File: config.mk
export PLATFORM = sky130hd
export DESIGN_NAME = uart_responder
export DESIGN_NICKNAME = d
export VERILOG_FILES = /design/src/rtl/uart_pkg.sv /design/src/rtl/uart_rx_deser.sv /design/src/rtl/uart_responder.sv
export SDC_FILE = /design/constraint.sdc
export NUM_CORES = 1
export LEC_CHECK = 0
export CAP_MARGIN = 20
export CORE_MARGIN = 2
export CORE_UTILIZATION = 44
export DETAILED_ROUTE_END_ITERATION = 6
export GPL_TIMING_DRIVEN = 0
export PLACE_DENSITY = 0.79
export SETUP_SLACK_MARGIN = 0.3
export SLEW_MARGIN = 20
export SYNTH_ARGS = -nofsm -noshare
export SYNTH_HDL_FRONTEND = slang
export SYNTH_SLANG_ARGS = --single-unit
File: constraint.sdc
create_clock -name clk -period 1.7 [get_ports clk]
set_clock_uncertainty 0.15 [all_clocks]
set_input_delay 0.51 -clock clk [delete_from_list [all_inputs] [get_ports clk]]
set_output_delay 0.51 -clock clk [all_outputs]
set_load 0.1 [all_outputs]
File: src/rtl/uart_pkg.sv
// Shared types and constants for the UART responder: FSM state encodings,
// bus operand type and default serial timing.
package uart_pkg;

  // Same shape as the core's load/store operand type.
  typedef logic [31:0] RV32I_OPERAND_t;

  localparam int UART_CLKS_PER_BIT_DEFAULT = 434;
  localparam int UART_DATA_BITS            = 8;

  typedef enum logic [1:0] {
    TX_IDLE,
    TX_START,
    TX_DATA,
    TX_STOP
  } UART_TX_STATE_t;

  typedef enum logic [2:0] {
    RX_IDLE,
    RX_START,
    RX_DATA,
    RX_STOP,
    RX_WAIT_IDLE
  } UART_RX_STATE_t;

endpackage

File: src/rtl/uart_rx_deser.sv
// 8N1 receive deserialiser: two-flop synchroniser on rx, start-bit glitch
// rejection, mid-bit sampling and stop-bit framing check.
module uart_rx_deser
  import uart_pkg::*;
#(
  parameter int CLKS_PER_BIT = UART_CLKS_PER_BIT_DEFAULT,
  parameter int CNT_W        = $clog2(CLKS_PER_BIT)
) (
  input  logic           clk,
  input  logic           rst,
  input  logic           rx,
  output logic [7:0]     rx_byte,
  output logic           rx_valid,
  output logic           framing_err,
  output UART_RX_STATE_t rx_state
);

  localparam logic [CNT_W-1:0] CNT_LAST = CNT_W'(CLKS_PER_BIT - 1);
  localparam logic [CNT_W-1:0] CNT_HALF = CNT_W'(CLKS_PER_BIT / 2 - 1);
  localparam logic [2:0]       BIT_LAST = 3'(UART_DATA_BITS - 1);

  UART_RX_STATE_t   state_q, state_d;
  logic [CNT_W-1:0] cnt_q, cnt_d;
  logic [2:0]       bit_idx_q, bit_idx_d;
  logic [7:0]       shreg_q, shreg_d;
  logic             sync1_q, sync2_q;
  logic             rxs;

  assign rxs      = sync2_q;
  assign rx_byte  = shreg_q;
  assign rx_state = state_q;

  always_ff @(posedge clk or negedge rst) begin
    if (!rst) begin
      state_q   <= RX_IDLE;
      cnt_q     <= '0;
      bit_idx_q <= '0;
      shreg_q   <= '0;
      sync1_q   <= 1'b1;
      sync2_q   <= 1'b1;
    end else begin
      state_q   <= state_d;
      cnt_q     <= cnt_d;
      bit_idx_q <= bit_idx_d;
      shreg_q   <= shreg_d;
      sync1_q   <= rx;
      sync2_q   <= sync1_q;
    end
  end

  always_comb begin
    state_d     = state_q;
    cnt_d       = cnt_q;
    bit_idx_d   = bit_idx_q;
    shreg_d     = shreg_q;
    rx_valid    = 1'b0;
    framing_err = 1'b0;
    case (state_q)
      RX_IDLE: begin
        cnt_d = '0;
        if (!rxs) state_d = RX_START;
      end
      RX_START: begin
        // Half a bit in: still low means a real start bit, high means a glitch.
        if (cnt_q == CNT_HALF) begin
          cnt_d     = '0;
          bit_idx_d = '0;
          state_d   = rxs ? RX_IDLE : RX_DATA;
        end else begin
          cnt_d = cnt_q + 1'b1;
        end
      end
      RX_DATA: begin
        if (cnt_q == CNT_LAST) begin
          cnt_d   = '0;
          shreg_d = {rxs, shreg_q[7:1]};
          if (bit_idx_q == BIT_LAST) state_d = RX_STOP;
          else bit_idx_d = bit_idx_q + 1'b1;
        end else begin
          cnt_d = cnt_q + 1'b1;
        end
      end
      RX_STOP: begin
        if (cnt_q == CNT_LAST) begin
          cnt_d = '0;
          if (rxs) begin
            rx_valid = 1'b1;
            state_d  = RX_IDLE;
          end else begin
            framing_err = 1'b1;
            state_d     = RX_WAIT_IDLE;
          end
        end else begin
          cnt_d = cnt_q + 1'b1;
        end
      end
      RX_WAIT_IDLE: begin
        // A held break must return high before another start bit is accepted.
        cnt_d = '0;
        if (rxs) state_d = RX_IDLE;
      end
      default: begin
        cnt_d   = '0;
        state_d = RX_IDLE;
      end
    endcase
  end

endmodule

File: src/rtl/uart_responder.sv
// Memory-mapped 8N1 UART: transmit FSM driven by bus strobes, plus the
// software-visible receive flag and data registers fed by uart_rx_deser.
module uart_responder
  import uart_pkg::*;
#(
  parameter int CLKS_PER_BIT = UART_CLKS_PER_BIT_DEFAULT,
  parameter int CNT_W        = $clog2(CLKS_PER_BIT)
) (
  input  logic           clk,
  input  logic           rst,
  input  RV32I_OPERAND_t tx_wrdata,
  input  logic           tx_send,
  input  logic           rx_clear,
  input  logic           rx,
  output logic           tx,
  output RV32I_OPERAND_t rx_rddata,
  output logic           rx_flag,
  output logic           busy
);

  // Bus handshake: tx_send and rx_clear are single-cycle strobes with no
  // ready; tx_send is taken only while busy=0, and rx_valid from the
  // deserialiser is a one-cycle pulse that always overrides rx_clear.

  localparam logic [CNT_W-1:0] CNT_LAST = CNT_W'(CLKS_PER_BIT - 1);
  localparam logic [2:0]       BIT_LAST = 3'(UART_DATA_BITS - 1);

  UART_TX_STATE_t   tx_state_q, tx_state_d;
  logic [CNT_W-1:0] tx_cnt_q, tx_cnt_d;
  logic [2:0]       tx_bit_idx_q, tx_bit_idx_d;
  logic [7:0]       tx_shreg_q, tx_shreg_d;
  logic             tx_q, tx_d;
  logic             rx_flag_q, rx_flag_d;
  RV32I_OPERAND_t   rx_rddata_q, rx_rddata_d;

  logic [7:0]       rx_byte;
  logic             rx_valid;
  logic             rx_framing_err;
  UART_RX_STATE_t   rx_state;
  logic             unused_bits;

  uart_rx_deser #(
    .CLKS_PER_BIT(CLKS_PER_BIT),
    .CNT_W       (CNT_W)
  ) u_rx (
    .clk        (clk),
    .rst        (rst),
    .rx         (rx),
    .rx_byte    (rx_byte),
    .rx_valid   (rx_valid),
    .framing_err(rx_framing_err),
    .rx_state   (rx_state)
  );

  assign unused_bits = ^{tx_wrdata[31:8], rx_framing_err, rx_state};

  assign tx        = tx_q;
  assign busy      = (tx_state_q != TX_IDLE);
  assign rx_flag   = rx_flag_q;
  assign rx_rddata = rx_rddata_q;

  always_ff @(posedge clk or negedge rst) begin
    if (!rst) begin
      tx_state_q   <= TX_IDLE;
      tx_cnt_q     <= '0;
      tx_bit_idx_q <= '0;
      tx_shreg_q   <= '0;
      tx_q         <= 1'b1;
      rx_flag_q    <= 1'b0;
      rx_rddata_q  <= '0;
    end else begin
      tx_state_q   <= tx_state_d;
      tx_cnt_q     <= tx_cnt_d;
      tx_bit_idx_q <= tx_bit_idx_d;
      tx_shreg_q   <= tx_shreg_d;
      tx_q         <= tx_d;
      rx_flag_q    <= rx_flag_d;
      rx_rddata_q  <= rx_rddata_d;
    end
  end

  always_comb begin
    tx_state_d   = tx_state_q;
    tx_cnt_d     = tx_cnt_q;
    tx_bit_idx_d = tx_bit_idx_q;
    tx_shreg_d   = tx_shreg_q;
    case (tx_state_q)
      TX_IDLE: begin
        tx_cnt_d = '0;
        if (tx_send) begin
          tx_shreg_d = tx_wrdata[7:0];
          tx_state_d = TX_START;
        end
      end
      TX_START: begin
        if (tx_cnt_q == CNT_LAST) begin
          tx_cnt_d     = '0;
          tx_bit_idx_d = '0;
          tx_state_d   = TX_DATA;
        end else begin
          tx_cnt_d = tx_cnt_q + 1'b1;
        end
      end
      TX_DATA: begin
        if (tx_cnt_q == CNT_LAST) begin
          tx_cnt_d   = '0;
          tx_shreg_d = {1'b0, tx_shreg_q[7:1]};
          if (tx_bit_idx_q == BIT_LAST) tx_state_d = TX_STOP;
          else tx_bit_idx_d = tx_bit_idx_q + 1'b1;
        end else begin
          tx_cnt_d = tx_cnt_q + 1'b1;
        end
      end
      TX_STOP: begin
        if (tx_cnt_q == CNT_LAST) begin
          tx_cnt_d   = '0;
          tx_state_d = TX_IDLE;
        end else begin
          tx_cnt_d = tx_cnt_q + 1'b1;
        end
      end
      default: begin
        tx_cnt_d   = '0;
        tx_state_d = TX_IDLE;
      end
    endcase
    // Line level is registered from the next state so tx never glitches.
    tx_d = 1'b1;
    if (tx_state_d == TX_START)     tx_d = 1'b0;
    else if (tx_state_d == TX_DATA) tx_d = tx_shreg_d[0];
  end

  always_comb begin
    rx_flag_d   = rx_flag_q;
    rx_rddata_d = rx_rddata_q;
    if (rx_clear) rx_flag_d = 1'b0;
    if (rx_valid) begin
      rx_flag_d   = 1'b1;
      rx_rddata_d = {24'h0, rx_byte};
    end
  end

endmodule

==> results.txt <==
EDFF count, synth = 0
Pin count of the biggest net entering global routing = 58
Utilization after layout = 0.6938
Dpl hpwl = 3304 um
Fin area = 4380 sq um
Vias in the first global route = 2290
Drt first pass iters = 4
Global-route total usage across every layer = 0.2068
Detail-routed via count per cell = 5.150
Clock input transition at the sequential cells of the worst setup and hold paths = 70 ps
Floorplan die height = 84.38 um
Starting utilization of the core area = 0.4503
Total Die Area = 7120 sq um
Crit path launch = tx_state_q[1]
Post-detailed-route count of antenna-violating nets = 0
Run status = finished with violations
Final number of setup-violating endpoints = 37
Async set-reset flop share out of synthesis = 1.000
Area taken by flip-flops and latches = 1439 sq um
Number of primary I/O pins = 72
Reg2Reg Capture Point = u_rx.bit_idx_q[0]
Reg-to-reg slack, setup = -170 ps
Global-route wire length before repair = 11540 um
GRT Residual Overflow = 0
Commonest register cell after synthesis = sky130_fd_sc_hd__dfrtp_1
Final Hold Vio Count = 0
Via total after detailed routing = 2266
Worst voltage drop across the vdd grid = 674.1 uV
Yosys cell types = 49
Startpoint type of the worst setup path = register
Bufs on Longest Clock Path = 2
Worst setup path end = busy
Unrepaired setup endpoints after global routing = yes
Die width = 84.38 um
Post-route clock period utilization = 1.150
Arr. time, crit path = 1300 ps
Critical path class = register to output pin
Later-pin clock latency in the skew report = 340 ps
Sequential share of the synthesized area = 0.5031
Placed instance area = 3297 sq um
Required time reported for the critical path endpoint = 1040 ps
Min Tclk post-route = 1955 ps
Post-DR wirelength/cell = 17.15 um
Hold WC Path Type = input port to async pin
DRC viols = 0
Antenna cells = 0
Final Worst Setup Slack = -255.3 ps
Sum of negative setup slack = -2530 ps
Largest fanout of any net on the critical path = 5
Violated checks = negative setup slack
Register-to-Register Path Depth = 5
Layout fillers = 404
Total clock sinks = 57
Final weighted congestion in routability-driven placement = 0.8295
Cell Area, Synth = 2843 sq um
TritonCTS clock tree = yes
Area share of the largest cell type after synthesis = 0.4754
Total of buffers placed on input and output ports = 23
Top area cells in the synthesized netlist = sky130_fd_sc_hd__dfrtp_1, sky130_fd_sc_hd__mux2_2, sky130_fd_sc_hd__buf_4
Average footprint of a synthesized cell = 10.98 sq um
Antenna violations before repair = 0
Number of warnings printed during yosys synthesis = 0
Num CTS Buffers = 9
Final-report max-slew violation count = 0
Row Count = 29
Number of H-tree levels = 3
Clock tree root driver cell = sky130_fd_sc_hd__clkbuf_8
Number of design-rule violations left by the first detailed-router iteration = 144
R2R Path Start = u_rx.rx_state[0]
Slew at the pin with the worst max-slew slack = 716.7 ps
Final net count = 404
Post-synthesis to final-layout area growth = 54.09%
Post-Synthesis Cells = 259
Post-cts hold buffer count = 0
Total of max-cap violations = 0
Power density over the cells = 675.1 nW/um^2
Max Clk Rate = 0.5114 GHz
Core area = 6314 sq um
Number of flip-flops and latches in the synthesized netlist = 57
Static leakage = 0.002066 uW
Cell type with the highest aggregate area in the netlist = sky130_fd_sc_hd__dfrtp_1
Fraction of final layout cells sized beyond drive strength 1 = 0.5014
Multi-input logic area = 1697 sq um
Sum of routed wire length over all layers = 7548 um
CP endpoint kind = output pin
Max transition margin = 0.5222
[final cells by class]
cell class | instances | share of cell area
Buffer | 30 | 0.05656
Multi-Input combinational cell | 192 | 0.3873
Sequential cell | 57 | 0.3285
Clock buffer | 9 | 0.02828
Inverter | 6 | 0.005998
Tap cell | 77 | 0.02199
Clock inverter | 7 | 0.01600
Timing Repair Buffer | 62 | 0.1554
[cell usage after synthesis, types with 2 or more instances]
library cell and n:
sky130_fd_sc_hd__dfrtp_1 54, sky130_fd_sc_hd__nor2_1 31, sky130_fd_sc_hd__buf_4 24, sky130_fd_sc_hd__nand2_1 21
sky130_fd_sc_hd__mux2_2 17, sky130_fd_sc_hd__xnor2_1 10, sky130_fd_sc_hd__ha_1 9, sky130_fd_sc_hd__o21ai_0 9
sky130_fd_sc_hd__nand3_1 7, sky130_fd_sc_hd__a22oi_1 6, sky130_fd_sc_hd__inv_1 6, sky130_fd_sc_hd__xor2_1 6
sky130_fd_sc_hd__nor3_1 5, sky130_fd_sc_hd__a22o_1 4, sky130_fd_sc_hd__a21oi_1 3, sky130_fd_sc_hd__clkbuf_1 3
sky130_fd_sc_hd__dfstp_2 3, sky130_fd_sc_hd__nand2b_1 3, sky130_fd_sc_hd__nor2b_1 3, sky130_fd_sc_hd__a211o_1 2
sky130_fd_sc_hd__a21o_1 2, sky130_fd_sc_hd__and2_1 2, sky130_fd_sc_hd__buf_2 2, sky130_fd_sc_hd__nand4bb_1 2
[flip-flops by register name, summed over array words and instances (netlist names)]
signal          flops
tx_cnt_q            9
u_rx.cnt_q          9
rx_rddata           8
tx_shreg_q          8
u_rx.rx_byte        8
tx_bit_idx_q        3
u_rx.bit_idx_q      3
u_rx.rx_state       3
tx_state_q          2
rx_flag             1
tx                  1
u_rx.rxs            1
u_rx.sync1_q        1
[metal layers]
layer	vias to the layer above	share of wire	GRT usage
met5	-	0	0
met4	0	0.024	0.06061
met3	19	0.041	0.07080
met2	64	0.52	0.3405
met1	1134	0.41	0.2608
li1	1049	-	-
[placed cells by master (no fill, tap or decap), types with 5 or more instances in the layout]
| master | n |
|---|---|
| sky130_fd_sc_hd__buf_6 | 11 |
| sky130_fd_sc_hd__buf_12 | 12 |
| sky130_fd_sc_hd__a22oi_2 | 6 |
| sky130_fd_sc_hd__nand2_1 | 16 |
| sky130_fd_sc_hd__xnor2_1 | 10 |
| sky130_fd_sc_hd__nor2_1 | 17 |
| sky130_fd_sc_hd__ha_1 | 5 |
| sky130_fd_sc_hd__nor2_2 | 10 |
| sky130_fd_sc_hd__nor2_4 | 5 |
| sky130_fd_sc_hd__clkdlybuf4s50_1 | 11 |
| sky130_fd_sc_hd__dfrtp_1 | 50 |
| sky130_fd_sc_hd__nand3_1 | 7 |
| sky130_fd_sc_hd__mux2_4 | 11 |
| sky130_fd_sc_hd__o21ai_1 | 5 |
| sky130_fd_sc_hd__conb_1 | 24 |
| sky130_fd_sc_hd__mux2_2 | 7 |
| sky130_fd_sc_hd__buf_4 | 54 |
| sky130_fd_sc_hd__clkbuf_8 | 10 |
| sky130_fd_sc_hd__xor2_1 | 6 |
[logic make-up after synthesis]
kind of cell,synth area share
compound gates,0.08715
buf+inv,0.08274
xor+xnor,0.04929
other cells,0.001319
simple gates,0.1607
mux,0.07614
flops,0.5031
fa+ha+maj,0.03961
[what timing repair did]
item / 4_1_cts / 5_1_grt
pin swaps: 36 / 12
resized for setup: 166 / 37
setup endpoints to repair: 66 / 66
gates cloned: 4 / 0
setup buffers: 24 / 14
[critical path, cell delays in order (launching register included)]
cell                         delay, ps
sky130_fd_sc_hd__dfrtp_1           380
sky130_fd_sc_hd__buf_6             140
sky130_fd_sc_hd__nor2_4            140
sky130_fd_sc_hd__clkinvlp_4        130
sky130_fd_sc_hd__buf_12            170
[stage by stage]
step                      hold WS [ps]  setup slack, ps  cells  total power [uW]
final                            70.97           -255.3    440              2957
after global routing             118.7           -317.8    440              3056
after CTS                        87.00           -264.6    426              2962
after detailed placement         197.8           -675.4    382              1720
after global placement           196.0            -1951    382              1720
after floorplan                  64.41           -13.91    282              1663
[power by group]
part / switching, uW / leakage, uW / internal, uW
registers: 2.10 / 0.000746 / 1360
logic: 274 / 0.00122 / 65.9
clock network: 580 / 0.0000994 / 675
[worst min path at each step]
stage,from,end,cells after the start,slack (ps)
6_report,rst,u_rx.cnt_q[0],1,70
3_5_place_dp,u_rx.sync1_q,u_rx.rxs,0,200
5_1_grt,rst,u_rx.bit_idx_q[0],1,120
3_3_place_gp,u_rx.sync1_q,u_rx.rxs,0,200
4_1_cts,rst,rx_rddata[7],1,90
2_1_floorplan,rst,rx_flag,0,60
Note: power is estimated with default switching activity, not from simulation.
